--- src/rtl/offset_cal_scheduler_pkg.sv ---
// Shared definitions for the offset calibration scheduler: FSM encoding,
// phase indices and the signed saturation helper.
package offset_cal_scheduler_pkg;

    typedef enum logic [2:0] {
        IDLE,
        GRANT,
        ARM,
        POS,
        NEG,
        UPDATE,
        ERR
    } state_t;

    localparam logic [1:0] PH_A = 2'd0;
    localparam logic [1:0] PH_B = 2'd1;
    localparam logic [1:0] PH_C = 2'd2;

    // Clamp a signed value into the range of a w-bit two's complement number.
    function automatic logic signed [31:0] saturate(input logic signed [31:0] x, input int w);
        logic signed [31:0] hi;
        logic signed [31:0] lo;
        hi = (32'sd1 <<< (w - 1)) - 32'sd1;
        lo = -(32'sd1 <<< (w - 1));
        if (x > hi) begin
            return hi;
        end else if (x < lo) begin
            return lo;
        end
        return x;
    endfunction

endpackage

--- src/rtl/offset_cal_scheduler_arb.sv ---
// Three-way round-robin arbiter: combinational pick that starts searching
// after the last served phase, plus the registered last-grant pointer.
module rr_arbiter3
    import offset_cal_scheduler_pkg::*;
(
    input  logic       clk,
    input  logic       rst,
    input  logic [2:0] req,
    input  logic       advance,
    input  logic [1:0] advance_to,
    output logic       grant_valid,
    output logic [1:0] grant
);

    logic [1:0] ptr;
    logic [1:0] order [3];

    // Pointer starts at phase c so phase a is first in line after reset.
    always_ff @(posedge clk or negedge rst) begin
        if (!rst) begin
            ptr <= PH_C;
        end else if (advance) begin
            ptr <= advance_to;
        end
    end

    always_comb begin
        order       = '{PH_A, PH_B, PH_C};
        grant_valid = 1'b0;
        grant       = PH_A;
        case (ptr)
            PH_A:    order = '{PH_B, PH_C, PH_A};
            PH_B:    order = '{PH_C, PH_A, PH_B};
            default: order = '{PH_A, PH_B, PH_C};
        endcase
        // Walk the priority list backwards so the highest-priority requester wins.
        for (int i = 2; i >= 0; i--) begin
            if (req[order[i]]) begin
                grant_valid = 1'b1;
                grant       = order[i];
            end
        end
    end

endmodule

--- src/rtl/offset_cal_scheduler.sv ---
// Time-shares one zero-crossing peak/trough offset estimator across three
// phases and subtracts the per-phase offsets from every incoming sample.
module offset_cal_scheduler
    import offset_cal_scheduler_pkg::*;
#(
    parameter int M       = 14,
    parameter int TIMEOUT = 4096
) (
    input  logic                clk,
    input  logic                rst,
    input  logic                sample_valid,
    input  logic signed [M-1:0] va,
    input  logic signed [M-1:0] vb,
    input  logic signed [M-1:0] vc,
    input  logic [2:0]          cal_req,
    input  logic                cal_enable,
    output logic                busy,
    output logic [1:0]          sel,
    output logic signed [M-1:0] offset_a,
    output logic signed [M-1:0] offset_b,
    output logic signed [M-1:0] offset_c,
    output logic [2:0]          offset_valid,
    output logic                cal_done,
    output logic                cal_err,
    output logic [1:0]          err_phase,
    output logic signed [M-1:0] ya,
    output logic signed [M-1:0] yb,
    output logic signed [M-1:0] yc,
    output logic                y_valid
);

    localparam int CW = $clog2(TIMEOUT + 1);
    localparam logic [CW-1:0] TLIM = CW'(TIMEOUT - 1);
    localparam logic signed [M-1:0] SMIN = {1'b1, {(M-1){1'b0}}};
    localparam logic signed [M-1:0] SMAX = {1'b0, {(M-1){1'b1}}};

    state_t state, state_next;

    logic [2:0]          req_q;
    logic [CW-1:0]       cnt;
    logic signed [M-1:0] v, prev, max_q, min_q;
    logic signed [M:0]   sum;
    logic                rise, fall, tracking, tick, hit_timeout, good;
    logic                start, advance, write_off;
    logic                arb_valid;
    logic [1:0]          arb_grant;

    rr_arbiter3 u_arb (
        .clk         (clk),
        .rst         (rst),
        .req         (req_q),
        .advance     (advance),
        .advance_to  (sel),
        .grant_valid (arb_valid),
        .grant       (arb_grant)
    );

    always_comb begin
        case (sel)
            PH_B:    v = vb;
            PH_C:    v = vc;
            default: v = va;
        endcase
    end

    assign rise        = prev[M-1] & ~v[M-1];
    assign fall        = ~prev[M-1] & v[M-1];
    assign tracking    = (state == ARM) || (state == POS) || (state == NEG);
    assign tick        = sample_valid && tracking;
    // The strobe that brings the count to TIMEOUT aborts the window.
    assign hit_timeout = tick && (cnt >= TLIM);
    assign sum         = {max_q[M-1], max_q} + {min_q[M-1], min_q};
    assign good        = max_q >= min_q;
    assign busy        = state != IDLE;

    always_ff @(posedge clk or negedge rst) begin
        if (!rst) begin
            state <= IDLE;
        end else begin
            state <= state_next;
        end
    end

    always_comb begin
        state_next = state;
        start      = 1'b0;
        advance    = 1'b0;
        write_off  = 1'b0;
        case (state)
            IDLE: begin
                if (cal_enable && (cal_req != 3'b000)) begin
                    state_next = GRANT;
                    start      = 1'b1;
                end
            end
            GRANT:  state_next = arb_valid ? ARM : IDLE;
            ARM: begin
                if (hit_timeout)               state_next = ERR;
                else if (sample_valid && rise) state_next = POS;
            end
            POS: begin
                if (hit_timeout)               state_next = ERR;
                else if (sample_valid && fall) state_next = NEG;
            end
            NEG: begin
                if (hit_timeout)               state_next = ERR;
                else if (sample_valid && rise) state_next = UPDATE;
            end
            UPDATE: begin
                if (good) begin
                    state_next = IDLE;
                    advance    = 1'b1;
                    write_off  = 1'b1;
                end else begin
                    state_next = ERR;
                end
            end
            ERR: begin
                state_next = IDLE;
                advance    = 1'b1;
            end
            default: state_next = IDLE;
        endcase
    end

    // Window tracking: the request snapshot taken on leaving IDLE keeps the
    // grant stable even if cal_req drops before GRANT.
    always_ff @(posedge clk or negedge rst) begin
        if (!rst) begin
            req_q <= '0;
            sel   <= PH_A;
            cnt   <= '0;
            prev  <= '0;
            max_q <= SMIN;
            min_q <= SMAX;
        end else begin
            if (start) begin
                req_q <= cal_req;
            end
            if (state == GRANT) begin
                if (arb_valid) begin
                    sel <= arb_grant;
                end
                cnt   <= '0;
                prev  <= '0;
                max_q <= SMIN;
                min_q <= SMAX;
            end else begin
                if (sample_valid) begin
                    prev <= v;
                end
                if (tick) begin
                    cnt <= cnt + CW'(1);
                end
                if (sample_valid) begin
                    case (state)
                        ARM: if (rise) max_q <= (v > max_q) ? v : max_q;
                        POS: begin
                            if (fall) min_q <= (v < min_q) ? v : min_q;
                            else      max_q <= (v > max_q) ? v : max_q;
                        end
                        NEG: if (!rise) min_q <= (v < min_q) ? v : min_q;
                        default: ;
                    endcase
                end
            end
        end
    end

    // Offset bank and completion pulses; the offset is the floored midpoint.
    always_ff @(posedge clk or negedge rst) begin
        if (!rst) begin
            offset_a     <= '0;
            offset_b     <= '0;
            offset_c     <= '0;
            offset_valid <= '0;
            cal_done     <= 1'b0;
            cal_err      <= 1'b0;
            err_phase    <= PH_A;
        end else begin
            cal_done <= 1'b0;
            cal_err  <= 1'b0;
            if (write_off) begin
                cal_done <= 1'b1;
                case (sel)
                    PH_B: begin
                        offset_b        <= sum[M:1];
                        offset_valid[1] <= 1'b1;
                    end
                    PH_C: begin
                        offset_c        <= sum[M:1];
                        offset_valid[2] <= 1'b1;
                    end
                    default: begin
                        offset_a        <= sum[M:1];
                        offset_valid[0] <= 1'b1;
                    end
                endcase
            end
            if (state == ERR) begin
                cal_err   <= 1'b1;
                err_phase <= sel;
            end
        end
    end

    always_ff @(posedge clk or negedge rst) begin
        if (!rst) begin
            ya      <= '0;
            yb      <= '0;
            yc      <= '0;
            y_valid <= 1'b0;
        end else begin
            y_valid <= sample_valid;
            if (sample_valid) begin
                ya <= M'(saturate(32'(va) - 32'(offset_a), M));
                yb <= M'(saturate(32'(vb) - 32'(offset_b), M));
                yc <= M'(saturate(32'(vc) - 32'(offset_c), M));
            end
        end
    end

endmodule

--- config.mk ---
export PLATFORM = sky130hd
export DESIGN_NAME = offset_cal_scheduler
export DESIGN_NICKNAME = d
export VERILOG_FILES = /design/src/rtl/offset_cal_scheduler_pkg.sv /design/src/rtl/offset_cal_scheduler_arb.sv /design/src/rtl/offset_cal_scheduler.sv
export SDC_FILE = /design/constraint.sdc
export NUM_CORES = 1
export LEC_CHECK = 0
export ABC_AREA = 1
export CAP_MARGIN = 20
export CORE_MARGIN = 1.5
export CORE_UTILIZATION = 51
export DETAILED_ROUTE_END_ITERATION = 12
export PLACE_DENSITY = 0.83
export SLEW_MARGIN = 40
export SYNTH_ARGS = -nofsm -noshare
export SYNTH_HDL_FRONTEND = slang
export SYNTH_SLANG_ARGS = --single-unit
--- constraint.sdc ---
create_clock -name clk -period 3.3 [get_ports clk]
set_clock_uncertainty 0.15 [all_clocks]
set_input_delay 0.66 -clock clk [delete_from_list [all_inputs] [get_ports clk]]
set_output_delay 0.66 -clock clk [all_outputs]
set_load 0.02 [all_outputs]
==> impl_metrics.json <==
{
  "track_usage_pct": 31.5,
  "finalNetCount": 1871,
  "cts_buffers": 17,
  "met1_length_um": 14900,
  "ys_warn_count": 0,
  "met2_length_um": 15700,
  "holdWs_ps": 78.0,
  "timing.final.crit_share_pct": 95.9,
  "setup_violations": 0,
  "area_growth_pct": 30.2,
  "pin_count": 144,
  "fin_crit_ps": 3160,
  "tightestPinTransition_ps": 746,
  "antenna_found_initial": 0,
  "wl_per_cell_um": 17.1,
  "synth-edff-count": 0,
  "cap_viol_max_count": 0,
  "fin_ws_ps": 136,
  "synth.area.top_cells": "dfrtp_1 (30%), nand2_1 (15%), ha_1 (12%), inv_1 (7.8%), a21oi_1 (4.6%)",
  "ys_ff_latch": 144,
  "die_w_um": 148,
  "htreeDepth": 4,
  "num_rows": 52,
  "crit_fanout": 9,
  "cts_tree": "yes",
  "wl_met3_um": 2150,
  "port_buffers": 143,
  "drv_slew": 0,
  "syn_inst": 1485,
  "yosysUniqueCellTypes": 55,
  "antenna_cells": 0,
  "wl_um": 34100,
  "cp_data_arrival_time_ps": 3340,
  "fmax_mhz": 316,
  "max-clock-path-buffers": 2,
  "drt_pass1_iterations": 7,
  "r2r-start": "sel[0]",
  "start_util_pct": 52.5,
  "critPathRequiredTime_ps": 3470,
  "synth_area_um2": 10700,
  "postRouteAntennaNets": 0,
  "critical_path_class": "flop to flop",
  "drc": 0,
  "final_util_pct": 68.4,
  "synth_flop_cell": "dfrtp_1",
  "gp_congestion": 0.983,
  "path_clk_slew_ps": 60,
  "post-place-ws_ps": -325,
  "status": "complete, no violations",
  "worst_setup_path_start_kind": "flop",
  "startpoint": "sel[0]",
  "final_hold_viol_count": 0,
  "numClockSinks": 144,
  "routed_via_density": 5.40,
  "grt_first_pass_wirelength_um": 53700,
  "yosys.area.top_type_share_pct": 30.1,
  "hold_path.class": "input port to async pin",
  "vias": 10800,
  "synthesis.nets": 1638,
  "grt_pass1_vias": 10300,
  "cts_hold_buf": 0,
  "async_reset_ff_share_pct": 100,
  "grt-ovfl-total": 0,
  "synth_seq_area_share_pct": 33.8,
  "clock_latency_ps": 440,
  "drive_gt1_share_pct": 13.4,
  "top_layer": "met4",
  "syn_avg_cell_area_um2": 7.23,
  "place_hpwl_um": 27200,
  "die_h_um": 148,
  "grt_max_degree": 62,
  "clock_tree.root_cell": "clkbuf_16",
  "n_fill_cell": 1724,
  "endpoint_kind": "flop",
  "drtIter0Drc": 818,
  "core-area_um2": 20400,
  "dieArea_um2": 21900,
  "maxSlewHeadroom_pct": 50.1,
  "synth_top_area_cell": "dfrtp_1"
}
==> synth_stat cells, drive strengths merged (4+ instances only) <==
cell,instances
nand2,427
inv,229
dfrtp,129
nand3,102
nor2,102
a21oi,101
ha,100
o21ai,88
nand4,29
xor2,26
buf,25
nor3,23
dfstp,15
a221o,11
clkbuf,10
or2,10
a31oi,8
o21bai,8
xnor2,8
a21boi,5
fa,4
==> stage by stage <==
step | std cells | TNS (ps) | instance area, um^2
2_1_floorplan | 1485 | 0 | 10700
3_3_place_gp | 1961 | -9680 | 13100
3_5_place_dp | 1961 | -10640 | 13100
4_1_cts | 1992 | 0 | 13700
5_1_grt | 2000 | -388 | 14000
6_report | 2000 | 0 | 14000
==> cell type report <==
| cell class | instances | area (um^2) | area share, % |
|---|---|---|---|
| inverters | 229 | 862 | 6.17 |
| multi-input cells | 1078 | 6260 | 44.8 |
| well taps | 270 | 338 | 2.42 |
| clock buffers | 19 | 443 | 3.17 |
| repair buffers | 248 | 2330 | 16.7 |
| flip-flops and latches | 144 | 3620 | 25.9 |
| clock inverters | 12 | 111 | 0.797 |
==> flip-flops by register name, indices dropped and copies added (netlist names), 2 cells and up <==
register,cells
max_q,14
min_q,14
offset_a,14
offset_b,14
offset_c,14
ya,14
yb,14
yc,14
cnt,13
offset_valid,3
req_q,3
state,3
err_phase,2
sel,2
u_arb.ptr,2
==> layer usage <==
metal  vias to the layer above  global-route usage, %
met4                         0                   13.1
li1                       5300                      -
met2                       418                   51.9
met1                      5000                   41.8
met5                         -                      0
met3                        84                   4.66
==> placed cells by master (no fill, tap or decap), types with 40 or more instances in the layout <==
cell type	n
a21oi_1	94
buf_4	94
clkdlybuf4s50_1	142
dfrtp_1	129
ha_1	93
inv_1	217
nand2_1	420
nand3_1	93
nor2_1	99
o21ai_0	40
==> what timing repair did <==
item                                    4_1_cts  5_1_grt
gates resized for setup                      12       60
endpoints found under the setup margin       23       35
pin swaps                                     1       17
setup buffers                                 0        6
gates cloned                                  0        2
==> cells by family after synthesis <==
family	share of synthesized area [%]
buf+inv	10.2
fa+ha+maj	12.4
flops	33.8
xor+xnor	2.77
compound gates	12.8
simple gates	28.1
==> critical path, stage by stage, from the launching register on <==
cell and delay (ps):
dfrtp_1 420, buf_6 140, ha_4 150, buf_12 140, buf_8 130, a221o_1 350
o21ai_2 100, inv_1 80, ha_1 280, nand2_1 80, nor2_2 110, nor3b_2 170
nand2_1 100, nand2_1 80, nand2_1 40, nand2_1 50, nand2_1 50, nand2_1 60
nand4_2 80, buf_4 180, nand2_1 60, nand2_1 60
==> final timing paths <==
| path | endpoint | slack [ps] | depth (start not counted) |
|---|---|---|---|
| min in group clk | offset_valid[0] | 310 | 1 |
| worst min register to register | offset_valid[0] | 310 | 1 |
| worst max-delay path | max_q[9] | 140 | 21 |
| worst min-delay path | max_q[12] | 80 | 1 |
| worst max register to register | max_q[9] | 140 | 21 |
| max in group asynchronous | yc[7] | 2060 | 2 |
Power is left out: the tool's default activity adds up to more than one toggle a clock period on the data nets, which glitch-free logic cannot reach.
